$ cat src/rtl/updown_dir_ctrl.sv
// Mode/direction controller for a WIDTH-bit up/down counter.
// Debounced button cycles FREE_UP, FREE_DOWN, PINGPONG.
module updown_dir_ctrl #(
  parameter int WIDTH           = 3,
  parameter int DEBOUNCE_CYCLES = 4
) (
  input  logic             Clk,
  input  logic             Clr,
  input  logic             Btn,
  input  logic [WIDTH-1:0] Q,
  output logic             M,
  output logic [1:0]       Mode,
  output logic             Btn_Pulse
);

  typedef enum logic [1:0] {
    FREE_UP   = 2'b00,
    FREE_DOWN = 2'b01,
    PINGPONG  = 2'b10,
    RSVD      = 2'b11
  } mode_e;

  localparam int CW = $clog2(DEBOUNCE_CYCLES);
  localparam logic [CW-1:0] DB_LAST =
    CW'(DEBOUNCE_CYCLES - 1);
  localparam logic [WIDTH-1:0] Q_TURN_UP =
    WIDTH'((1 << WIDTH) - 2);
  localparam logic [WIDTH-1:0] Q_TURN_DN =
    WIDTH'(1);

  logic          r_s1;
  logic          r_s2;
  logic          r_db_level;
  logic          r_db_dly;
  logic [CW-1:0] r_db_cnt;
  logic          r_pulse;
  logic          r_m;
  mode_e         r_mode;
  mode_e         w_mode_nxt;
  logic          w_m_nxt;

  always_ff @(posedge Clk or negedge Clr) begin
    if (!Clr) begin
      r_s1       <= 1'b0;
      r_s2       <= 1'b0;
      r_db_level <= 1'b0;
      r_db_dly   <= 1'b0;
      r_db_cnt   <= '0;
    end else begin
      r_s1     <= Btn;
      r_s2     <= r_s1;
      r_db_dly <= r_db_level;
      if (r_s2 == r_db_level) begin
        r_db_cnt <= '0;
      end else if (r_db_cnt == DB_LAST) begin
        r_db_level <= r_s2;
        r_db_cnt   <= '0;
      end else begin
        r_db_cnt <= r_db_cnt + 1'b1;
      end
    end
  end

  always_comb begin
    w_mode_nxt = r_mode;
    if (r_pulse) begin
      unique case (r_mode)
        FREE_UP:   w_mode_nxt = FREE_DOWN;
        FREE_DOWN: w_mode_nxt = PINGPONG;
        PINGPONG:  w_mode_nxt = FREE_UP;
        RSVD:      w_mode_nxt = FREE_DOWN;
      endcase
    end
  end

  // Turn one step early: the counter moves on the same edge.
  always_comb begin
    w_m_nxt = 1'b1;
    unique case (w_mode_nxt)
      FREE_UP:   w_m_nxt = 1'b1;
      FREE_DOWN: w_m_nxt = 1'b0;
      PINGPONG: begin
        w_m_nxt = r_m;
        if (r_m && (Q == Q_TURN_UP))
          w_m_nxt = 1'b0;
        else if (!r_m && (Q == Q_TURN_DN))
          w_m_nxt = 1'b1;
      end
      RSVD:      w_m_nxt = 1'b1;
    endcase
  end

  always_ff @(posedge Clk or negedge Clr) begin
    if (!Clr) begin
      r_mode  <= FREE_UP;
      r_m     <= 1'b1;
      r_pulse <= 1'b0;
    end else begin
      r_pulse <= r_db_level & ~r_db_dly;
      r_mode  <= w_mode_nxt;
      r_m     <= w_m_nxt;
    end
  end

  assign M         = r_m;
  assign Mode      = r_mode;
  assign Btn_Pulse = r_pulse;

endmodule

$ cat config.mk
export PLATFORM = sky130hd
export DESIGN_NAME = updown_dir_ctrl
export DESIGN_NICKNAME = d
export VERILOG_FILES = /design/src/rtl/updown_dir_ctrl.sv
export SDC_FILE = /design/constraint.sdc
export NUM_CORES = 1
export LEC_CHECK = 0
export CAP_MARGIN = 20
export CORE_MARGIN = 4
export CORE_UTILIZATION = 30
export DETAILED_ROUTE_END_ITERATION = 6
export PLACE_DENSITY = 0.5
export SLEW_MARGIN = 20
export SYNTH_ARGS = -nofsm -noshare
export SYNTH_HDL_FRONTEND = slang
export SYNTH_SLANG_ARGS = --single-unit
$ cat constraint.sdc
create_clock -name Clk -period 2.48 [get_ports Clk]
set_input_delay 0.744 -clock Clk [delete_from_list [all_inputs] [get_ports Clk]]
set_output_delay 0.744 -clock Clk [all_outputs]
set_load 0.05 [all_outputs]
==> results of run 1 <==
==> per-stage QoR <==
stage | hold slack (ps) | std cells | utilization, %
after floorplan | 331 | 31 | -
after global placement | 342 | 55 | 40.1
after detailed placement | 344 | 55 | 40.1
after CTS | 359 | 59 | 42.9
after global routing | 379 | 59 | 42.9
final | 355 | 59 | 42.9
==> cells in the mapped netlist <==
| library cell | instances | area, um2 |
|---|---|---|
| mux2_2 | 1 | 11.3 |
| o21ai_0 | 1 | 5.00 |
| nand2b_1 | 1 | 6.26 |
| a31o_1 | 1 | 8.76 |
| ha_1 | 4 | 50.1 |
| nor2b_1 | 2 | 12.5 |
| nor3_1 | 1 | 5.00 |
| dfrtp_1 | 9 | 225 |
| xnor2_1 | 1 | 8.76 |
| mux2i_1 | 1 | 10.0 |
| nand3b_1 | 1 | 7.51 |
| nand2_1 | 2 | 7.51 |
| nand4bb_1 | 1 | 11.3 |
| inv_1 | 3 | 11.3 |
| a31oi_1 | 1 | 6.26 |
| dfstp_2 | 1 | 26.3 |
==> power by group through the flow <==
stage / logic (mW) / registers (mW) / clock network (mW)
2_1_floorplan: 0.177 / 0.384 / 0
3_3_place_gp: 0.381 / 0.275 / 0
3_5_place_dp: 0.400 / 0.281 / 0
4_1_cts: 0.402 / 0.278 / 0.146
5_1_grt: 0.433 / 0.286 / 0.152
6_report: 0.393 / 0.277 / 0.140
==> registers in the layout, indices dropped and copies added (netlist names) <==
signal      count
Btn_Pulse       1
M               1
Mode            2
r_db_cnt        2
r_db_dly        1
r_db_level      1
r_s1            1
r_s2            1
==> cell families after synthesis <==
| family | share of synthesized area, % |
|---|---|
| XOR/XNOR | 2.12 |
| AO/OA/AOI/OAI | 4.85 |
| multiplexers | 5.15 |
| AND/OR/NAND/NOR | 12.1 |
| buffers and inverters | 2.73 |
| adder cells (fa/ha/maj) | 12.1 |
| flip-flops | 60.9 |
==> worst paths after layout <==
check	start	cells after the start	endpoint
max reg2reg	Mode[0]$_DFF_PN0_	6	M$_DFFE_PN1P_
min reg2reg	r_s1$_DFF_PN0_	0	r_s2$_DFF_PN0_
min	r_s1$_DFF_PN0_	0	r_s2$_DFF_PN0_
max	M$_DFFE_PN1P_	1	M
min in group asynchronous	Clr	1	Mode[1]$_DFF_PN0_
max in group asynchronous	Clr	1	M$_DFFE_PN1P_
==> final cells by class <==
class	count	area share [%]
Tap cell	15	3.36
Multi-Input combinational cell	18	26.9
Timing Repair Buffer	9	16.1
Inverter	3	2.02
Sequential cell	10	45.1
Clock buffer	4	6.50
==> routing by layer <==
metal	routed length, um	track usage, %	vias up
met3	45	2.79	0
met2	329	13.0	6
li1	-	-	131
met5	0	0	-
met1	292	10.4	134
met4	0	7.02	0
==> key figures, run 1 <==
Run status
  • Status: finished, final reports clean

Placement
  • Number of port buffers: 9
  • Placed wire-length estimate: between 500 and 600 um
  • Post-placement cell area: approximately 520 um2
  • Worst Setup Slack post-DPL: ~410 ps
  • Final weighted congestion in routability-driven placement: around 0.67

Final layout
  • Fraction of layout cells with a size suffix above 1: between 10 and 15%
  • Nets@finish: 55
  • Number of diodes: 0
  • Number of inserted filler cells in the final layout: approximately 130
  • Non-Filler Cell Area, Final: ~560 um2
  • Most frequent cells in the layout: dfrtp_1, clkdlybuf4s50_1, ha_1
  • Total area of multi-input combinational cells: around 150 um2
  • Syn-to-layout area delta: 35.2%
  • Area taken by flip-flops and latches: 251 um2

Logic synthesis
  • Number of warnings reported in the yosys synthesis log: 0
  • Syn Area/Cell: 13.3 um2
  • Fraction of the yosys area taken by sequential cells: around three fifths
  • Register bit total from synthesis: 10
  • Cell Area, Synth: 413 um2
  • Gate count after technology mapping: 31
  • Syn nets: slightly above 40
  • Number of unique standard cell types used by synthesis: 16

STA
  • Highest clock rate: around 430 MHz
  • Number of failing hold endpoints at the final stage: 0
  • Max_slew headroom: 66.8%
  • Post-route clock skew: 0.335 ps
  • Sum of negative setup slack: 0 ps
  • Final Slew Violations: 0
  • Total of endpoints with negative setup slack in the final report: 0
  • Worst Max-Slew Pin Slew: slightly below 500 ps
  • Setup repair after global routing missed its margin: no
  • Final worst path period need: roughly 2300 ps
  • Post-route clock period utilization: a little over nine tenths
  • Worst Slack Setup Final: 139 ps

Clock network
  • Clock tree root driver cell: clkbuf_4
  • Number of CTS-inserted buffers: 3
  • Number of H-tree branching levels: 1
  • Clock tree from TritonCTS: built
  • CTS Hold Bufs: 0
  • Number of buffers on the longest clock path: 2
  • Latest clock arrival within the worst-skew pair: between 200 and 300 ps
  • Post-CTS setup buffer count: 0
  • Clock transition at path regs: 60 ps
  • Resized cells post-CTS: 0
  • Number of sinks on the clock net: 10

Routing
  • Drt first-iter violations: 1
  • DRT Wirelength: about 670 um
  • Vias post-DR: ~270
  • Total iterations of the first detailed-routing run: 3
  • ANT nets after route: 0
  • WL/cell: 11.3 um
  • DRC violations left: 0
  • Number of vias per cell: 4.59

Global route
  • Grt ovf: 0
  • Initial antenna violation count: 0
  • Overall track demand over capacity in global routing: approximately 8.8%
  • Global-route wire length before repair: between 1000 and 1500 um
  • Vias in the first global route: about 300
  • Maximum number of pins on one net before global-route repair: 11

Setup path
  • Data required time of the worst path: roughly 1700 ps
  • Critical Setup Path Class: reg2out
  • FF-to-FF setup slack: slightly above 900 ps
  • Critical path's largest stage delay: roughly 800 ps
  • Arrival @ worst endpoint: roughly 1600 ps
  • Sort of element at the end of the critical path: output pin
  • Max FO, Critical Path: 3
  • Category of cells accounting for the largest share of critical-path delay: buffers and inverters
  • Startpoint type of the worst setup path: flop
  • Critical path, cell by cell: clkdlybuf4s50_1
  • Buffering stage count on the worst path with inverters included: 1
  • CP max-delay cell: clkdlybuf4s50_1

Pwr
  • Overall power: a little over 800 uW
  • Largest vdd supply drop: approximately 0.00070 V
  • Power share of the clock group: 17.3%
  • Switch Pwr: 320 uW
  • Ratio of total power to cell area: ~1500 nW/um2
  • Portion of total power attributed to combinational logic: about half
  • Share of total power consumed by net switching: around two fifths
  • Reported leakage power: 0.250 nW
  • Fraction of power consumed by sequential logic: between 30% and 40%
  • Internal Pwr Total: 490 uW

Job
  • Max-cap violations: 0

Floorplan
  • Number of top-level design ports: 10
  • Die X-Extent: between 40 and 50 um
  • Total core area: about 1300 um2
  • Number of cell rows: 13
  • Total Die Area: around 2000 um2
  • Y dimension of the die: between 40 and 50 um
  • Initial cell density of the core: a little under a third

Min path
  • Hold/Removal Path Class: reg2reg
(Power assumes the default switching activity.)
==> run 2: changes to the inputs <==
--- a/config.mk
+++ b/config.mk
@@ -6,10 +6,11 @@
 export NUM_CORES = 1
 export LEC_CHECK = 0
 export CAP_MARGIN = 20
-export CORE_MARGIN = 4
-export CORE_UTILIZATION = 30
+export CORE_AREA = 4 4 41 43
 export DETAILED_ROUTE_END_ITERATION = 6
-export PLACE_DENSITY = 0.5
+export DIE_AREA = 0 0 45 47
+export PLACE_DENSITY = 0.51
+export SETUP_SLACK_MARGIN = 0.2
 export SLEW_MARGIN = 20
 export SYNTH_ARGS = -nofsm -noshare
 export SYNTH_HDL_FRONTEND = slang
==> run 2 against run 1 <==
Sequential share of layout area is 0.10 points lower. Core utilization is 0.096 points higher. Combinational power is 2% higher. Count of clock-buffer cells in the layout stayed put. Non-clock buffer count stayed put. Worst hold slack worse by 3.4 ps. Sequential power hardly changed. First-iteration DRC count grew to 8.0 times the previous value. Routed wire length is 5.5% higher. Highest routed layer unchanged.
==> key figures, run 2 (same netlist as run 1, synthesis figures left out) <==
Placement
  • Placed wire-length estimate: 554 um (-3.9%)
  • Final weighted congestion in routability-driven placement: 0.669 (+0.25%)
  • Worst Setup Slack post-DPL: 402 ps (-5.55 ps)
  • Number of port buffers: 9 (unchanged)
  • Placed instance count: 55 (unchanged)

Routing
  • Vias post-DR: 264 (-2.6%)
  • DRC violations left: 0 (unchanged)
  • DRT Wirelength: 704 um (+5.5%)
  • WL/cell: 11.9 um (+5.5%)
  • Number of vias per cell: 4.47 (-2.6%)
  • Drt first-iter violations: 8 (+7)
  • ANT nets after route: 0 (unchanged)
  • Total iterations of the first detailed-routing run: 4 (+1)

Clock network
  • Post-CTS setup buffer count: 0 (unchanged)
  • Number of sinks on the clock net: 10 (unchanged)
  • Clock transition at path regs: 70 ps (about the same)
  • Number of H-tree branching levels: 1 (unchanged)
  • Clock tree from TritonCTS: built
  • Latest clock arrival within the worst-skew pair: 260 ps (about the same)
  • Number of buffers on the longest clock path: 2 (unchanged)
  • Clock tree root driver cell: clkbuf_4
  • Number of CTS-inserted buffers: 3 (unchanged)

Setup path
  • Critical Setup Path Class: reg2out
  • Arrival @ worst endpoint: 1450 ps (-150 ps)
  • Sort of element at the end of the critical path: output pin
  • Category of cells accounting for the largest share of critical-path delay: buffers and inverters
  • FF-to-FF setup slack: 880 ps (-30 ps)
  • Data required time of the worst path: 1740 ps (about the same)
  • CP max-delay cell: clkdlybuf4s50_1
  • Max FO, Critical Path: 3 (unchanged)
  • Buffering stage count on the worst path with inverters included: 1 (unchanged)
  • Critical path, cell by cell: clkdlybuf4s50_1
  • Critical path's largest stage delay: 810 ps (about the same)
  • Startpoint type of the worst setup path: flop

Final layout
  • Nets@finish: 55 (unchanged)
  • Syn-to-layout area delta: 35.5%
  • Leading cell type in the layout, fill and taps excluded: dfrtp_1
  • Final std cells w/o fill: 59 (unchanged)
  • Most frequent cells in the layout: dfrtp_1, clkdlybuf4s50_1, ha_1
  • Share of the core filled with cells in the final layout: 43.0% (+0.096 points)
  • Fraction of layout cells with a size suffix above 1: 13.6% (unchanged)
  • Number of diodes: 0 (unchanged)

Global route
  • Vias in the first global route: 250 (-16%)
  • Overall track demand over capacity in global routing: 8.89% (+0.11 points)
  • Grt ovf: 0 (unchanged)
  • Global-route wire length before repair: 1170 um (-5.0%)
  • Maximum number of pins on one net before global-route repair: 11 (unchanged)
  • Initial antenna violation count: 0 (unchanged)

Floorplan
  • Total Die Area: 2120 um2 (+4.0%)
  • Y dimension of the die: 47 um (+4.2%)
  • Number of top-level design ports: 10 (unchanged)
  • Die X-Extent: 45 um (-0.22%)
  • Number of cell rows: 13 (unchanged)
  • Total core area: 1300 um2 (unchanged)
  • Initial cell density of the core: 31.7% (unchanged)

Job
  • Max-cap violations: 0 (unchanged)

STA
  • Post-route clock period utilization: 88.5% (-5.9 points)
  • Final worst path period need: 2190 ps (-146 ps)
  • Final Slew Violations: 0 (unchanged)
  • Max_slew headroom: 66.1% (-0.76 points)
  • Total of endpoints with negative setup slack in the final report: 0 (unchanged)
  • Highest clock rate: 456 MHz (+6.7%)
  • Worst Max-Slew Pin Slew: 511 ps (+15.0 ps)
  • Worst hold-check slack: 352 ps (-3.45 ps)
  • Post-route clock skew: 1.07 ps (+0.735 ps)
  • Sum of negative setup slack: 0 ps (unchanged)
  • Worst Slack Setup Final: 285 ps (+146 ps)
  • Setup repair after global routing missed its margin: no
  • Number of failing hold endpoints at the final stage: 0 (unchanged)

Pwr
  • Reported leakage power: 0.266 nW (+6.6%)
  • Ratio of total power to cell area: 1460 nW/um2 (+0.74%)
  • Largest vdd supply drop: 0.000517 V (-26%)

Min path
  • Hold/Removal Path Class: reg2reg

Run status
  • Status: finished, final reports clean
-- run 2: cell types whose count changed in the layout (fill, tap and decap cells not counted) --
| cell | change |
|---|---|
| dlygate4sd2_1 | +1 |
| dlymetal6s2s_1 | +1 |
| clkdlybuf4s50_1 | -2 |
-- run 2: cell type report --
class | instances | area (um2)
sequential | 10 | 251
multi-input combinational | 18 | 150
timing repair buffer | 9 | 91.3
fill | 132 | 742
inverter | 3 | 11.3
tap | 15 | 18.8
clock buffer | 4 | 36.3
-- run 2: where the power goes --
part	switching, mW	internal [mW]	leakage, nW
Sequential	0.0401	0.235	0.121
Combinational	0.237	0.162	0.124
Clock	0.0553	0.0891	0.0210
-- run 2: final timing paths --
kind	start	to	cells past startpoint
max in group asynchronous	Clr	M$_DFFE_PN1P_	1
worst min register to register	r_s1$_DFF_PN0_	r_s2$_DFF_PN0_	0
worst min-delay path	r_s1$_DFF_PN0_	r_s2$_DFF_PN0_	0
worst max-delay path	Mode[0]$_DFF_PN0_	Mode[0]	1
min in group asynchronous	Clr	r_s2$_DFF_PN0_	1
worst max register to register	Mode[0]$_DFF_PN0_	M$_DFFE_PN1P_	6
-- run 2: repair_timing --
action | in CTS | in global routing
resized for setup | 1 | 1
hold buffers | 0 | 0
setup endpoints to repair | 1 | 1
-- run 2: per-stage QoR --
step           power [mW]  cell area (um2)
5_1_grt             0.884              559
2_1_floorplan       0.562              413
3_3_place_gp        0.660              522
4_1_cts             0.836              557
6_report            0.818              559
3_5_place_dp        0.687              522
-- run 2: routing by layer --
layer,global-route usage [%],share of wire (%)
met3,5.75,5.7
met2,13.0,53
met1,8.98,41
met4,7.02,0
met5,0,0
-- run 2: worst reg2reg max path: stages, from the launching register on --
cell and delay, ps:
dfrtp_1 400, ha_1 300, mux2i_1 190, ha_1 280, nand2b_1 80, a31oi_1 90, a31o_1 190
==> run 3: changes to the inputs <==
--- a/config.mk
+++ b/config.mk
@@ -7,9 +7,9 @@
 export LEC_CHECK = 0
 export CAP_MARGIN = 20
 export CORE_AREA = 4 4 41 43
+export CTS_CLUSTER_SIZE = 14
 export DETAILED_ROUTE_END_ITERATION = 6
 export DIE_AREA = 0 0 45 47
-export PLACE_DENSITY = 0.51
 export SETUP_SLACK_MARGIN = 0.2
 export SLEW_MARGIN = 20
 export SYNTH_ARGS = -nofsm -noshare
==> run 3 against run 2 <==
Via count grew 5.7%. Sequential share of layout area increased by 0.20 points. Combinational power fell by 3%. Maximum frequency fell by 1.1%. Count of clock-buffer cells in the layout did not move. Design area fell by 0.45%. Critical path depth is the same. Flip-flop and latch count stayed put. First-iteration DRC count is the same. Setup slack got worse by 24 ps. Critical path type unchanged. Critical endpoint is now Btn_Pulse. Largest power group unchanged.
==> key figures, run 3 (same netlist as run 1, synthesis figures left out) <==
Run status
  • Status: finished, final reports clean

Routing
  • ANT nets after route: 0 (unchanged)
  • Total iterations of the first detailed-routing run: 4 (unchanged)
  • DRT Wirelength: 701 um (-0.43%)
  • WL/cell: 11.9 um (-0.43%)
  • Drt first-iter violations: 8 (unchanged)
  • Vias post-DR: 279 (+5.7%)
  • Number of vias per cell: 4.73 (+5.7%)
  • DRC violations left: 0 (unchanged)

Setup path
  • CP max-delay cell: clkdlybuf4s50_1
  • Startpoint of the lowest-slack register-to-register path: Mode[0]$_DFF_PN0_
  • Count of cells along the worst register-to-register path: 6 (unchanged)
  • Arrival @ worst endpoint: 1480 ps (+30 ps)
  • Buffering stage count on the worst path with inverters included: 1 (unchanged)
  • Critical Setup Path Class: reg2out
  • Max FO, Critical Path: 4 (+1)
  • Category of cells accounting for the largest share of critical-path delay: buffers and inverters
  • Critical path's largest stage delay: 820 ps (about the same)
  • Critical path, cell by cell: clkdlybuf4s50_1
  • Sort of element at the end of the critical path: output pin
  • FF-to-FF setup slack: 910 ps (+30 ps)
  • Instance count on the critical path: 1 (unchanged)
  • Data required time of the worst path: 1740 ps (about the same)
  • Worst reg2reg endpoint: M$_DFFE_PN1P_
  • Startpoint type of the worst setup path: flop

Global route
  • Maximum number of pins on one net before global-route repair: 11 (unchanged)
  • Overall track demand over capacity in global routing: 8.09% (-0.80 points)
  • Initial antenna violation count: 0 (unchanged)
  • Global-route wire length before repair: 1170 um (-0.60%)
  • Grt ovf: 0 (unchanged)
  • Vias in the first global route: 289 (+16%)

STA
  • Sum of negative setup slack: 0 ps (unchanged)
  • Max_slew headroom: 66.9% (+0.85 points)
  • Total of endpoints with negative setup slack in the final report: 0 (unchanged)
  • Setup repair after global routing missed its margin: no
  • Highest clock rate: 451 MHz (-1.1%)
  • Final Slew Violations: 0 (unchanged)
  • Final worst path period need: 2220 ps (+24.3 ps)
  • Number of failing hold endpoints at the final stage: 0 (unchanged)
  • Post-route clock skew: 2.68 ps (+1.61 ps)
  • Post-route clock period utilization: 89.5% (+0.98 points)
  • Worst Max-Slew Pin Slew: 494 ps (-16.3 ps)

Clock network
  • Post-CTS setup buffer count: 0 (unchanged)
  • Latest clock arrival within the worst-skew pair: 260 ps (about the same)
  • Clock tree from TritonCTS: built
  • Number of buffers on the longest clock path: 2 (unchanged)
  • Clock tree root driver cell: clkbuf_4
  • Resized cells post-CTS: 1 (unchanged)
  • Clock transition at path regs: 70 ps (about the same)
  • Number of CTS-inserted buffers: 3 (unchanged)
  • CTS Hold Bufs: 0 (unchanged)
  • Number of sinks on the clock net: 10 (unchanged)
  • Number of H-tree branching levels: 1 (unchanged)

Final layout
  • Final std cells w/o fill: 59 (unchanged)
  • Syn-to-layout area delta: 34.8%
  • Most frequent cells in the layout: dfrtp_1, clkdlybuf4s50_1, ha_1
  • Number of diodes: 0 (unchanged)
  • Leading cell type in the layout, fill and taps excluded: dfrtp_1
  • Fraction of layout cells with a size suffix above 1: 13.6% (unchanged)
  • Number of inserted filler cells in the final layout: 126 (-4.5%)
  • Nets@finish: 55 (unchanged)

Floorplan
  • Total Die Area: 2120 um2 (unchanged)
  • Number of top-level design ports: 10 (unchanged)
  • Total core area: 1300 um2 (unchanged)
  • Die X-Extent: 45 um (unchanged)
  • Y dimension of the die: 47 um (unchanged)
  • Number of cell rows: 13 (unchanged)
  • Initial cell density of the core: 31.7% (unchanged)

Pwr
  • Share of total power consumed by net switching: 40.6% (-0.082 points)
  • Fraction of power consumed by sequential logic: 34.3% (+0.7 points)
  • Ratio of total power to cell area: 1460 nW/um2 (-0.13%)
  • Switch Pwr: 330 uW (-0.78%)
  • Largest vdd supply drop: 0.000497 V (-3.7%)
  • Portion of total power attributed to combinational logic: 47.8% (-0.9 points)
  • Internal Pwr Total: 483 uW (-0.44%)
  • Reported leakage power: 0.252 nW (-5.4%)
  • Power share of the clock group: 17.9% (+0.3 points)
  • Overall power: 814 uW (-0.58%)

Placement
  • Number of port buffers: 9 (unchanged)
  • Final weighted congestion in routability-driven placement: 0.618 (-7.7%)
  • Placed instance count: 55 (unchanged)
  • Placed wire-length estimate: 546 um (-1.5%)

Min path
  • Hold/Removal Path Class: reg2reg
  • WHS Path Cells: 0 (unchanged)
  • Hold Path Origin: r_s1$_DFF_PN0_
  • End of the worst hold path: r_s2$_DFF_PN0_

Job
  • Max-cap violations: 0 (unchanged)
-- run 3: cell count changes in the layout (fill, tap and decap cells not counted) --
cell             delta
dlymetal6s2s_1      -1
clkdlybuf4s50_1     +1
-- run 3: layer usage --
metal | vias up | wire length [um] | GRT usage [%] | part of all wire (%)
li1 | 134 | - | - | -
met1 | 133 | 279 | 8.51 | 40
met2 | 12 | 372 | 14.1 | 53
met3 | 0 | 49 | 2.30 | 7.0
met4 | 0 | 0 | 5.26 | 0
met5 | - | 0 | 0 | 0
-- run 3: layout make-up --
type	count	area (um2)	area share, %
sequential	10	251	45.2
multi-input combinational	18	150	27.0
timing repair buffer	9	88.8	16.0
clock buffer	4	36.3	6.52
tap	15	18.8	3.37
inverter	3	11.3	2.02
-- run 3: worst register-to-register path: stages (launching register included) --
cell and delay, ps:
dfrtp_1 410, ha_1 300, mux2i_1 180, ha_1 270, nand2b_1 80, a31oi_1 80
a31o_1 190
-- run 3: power groups by stage --
stage / clock, mW / combinational, mW / sequential [mW]
3_3_place_gp: 0 / 0.384 / 0.275
6_report: 0.146 / 0.389 / 0.279
4_1_cts: 0.148 / 0.394 / 0.280
3_5_place_dp: 0 / 0.396 / 0.284
5_1_grt: 0.156 / 0.430 / 0.288
2_1_floorplan: 0 / 0.177 / 0.384
-- run 3: worst max path at each step --
stage | slack, ps | from | endpoint
final | 260 | Btn_Pulse$_DFF_PN0_ | Btn_Pulse
after global routing | 210 | Btn_Pulse$_DFF_PN0_ | Btn_Pulse
after CTS | 250 | Btn_Pulse$_DFF_PN0_ | Btn_Pulse
after detailed placement | 420 | M$_DFFE_PN1P_ | M
after global placement | 420 | M$_DFFE_PN1P_ | M
after floorplan | 670 | Mode[1]$_DFF_PN0_ | M$_DFFE_PN1P_
-- run 3: stage by stage --
stage,setup slack (ps),hold WS (ps),util (%),instance area (um2)
detailed placement,416,340,40.1,522
global placement,421,337,40.1,522
CTS,245,355,42.8,557
finish,261,354,42.8,557
global route,213,370,42.8,557
floorplan,673,331,-,413
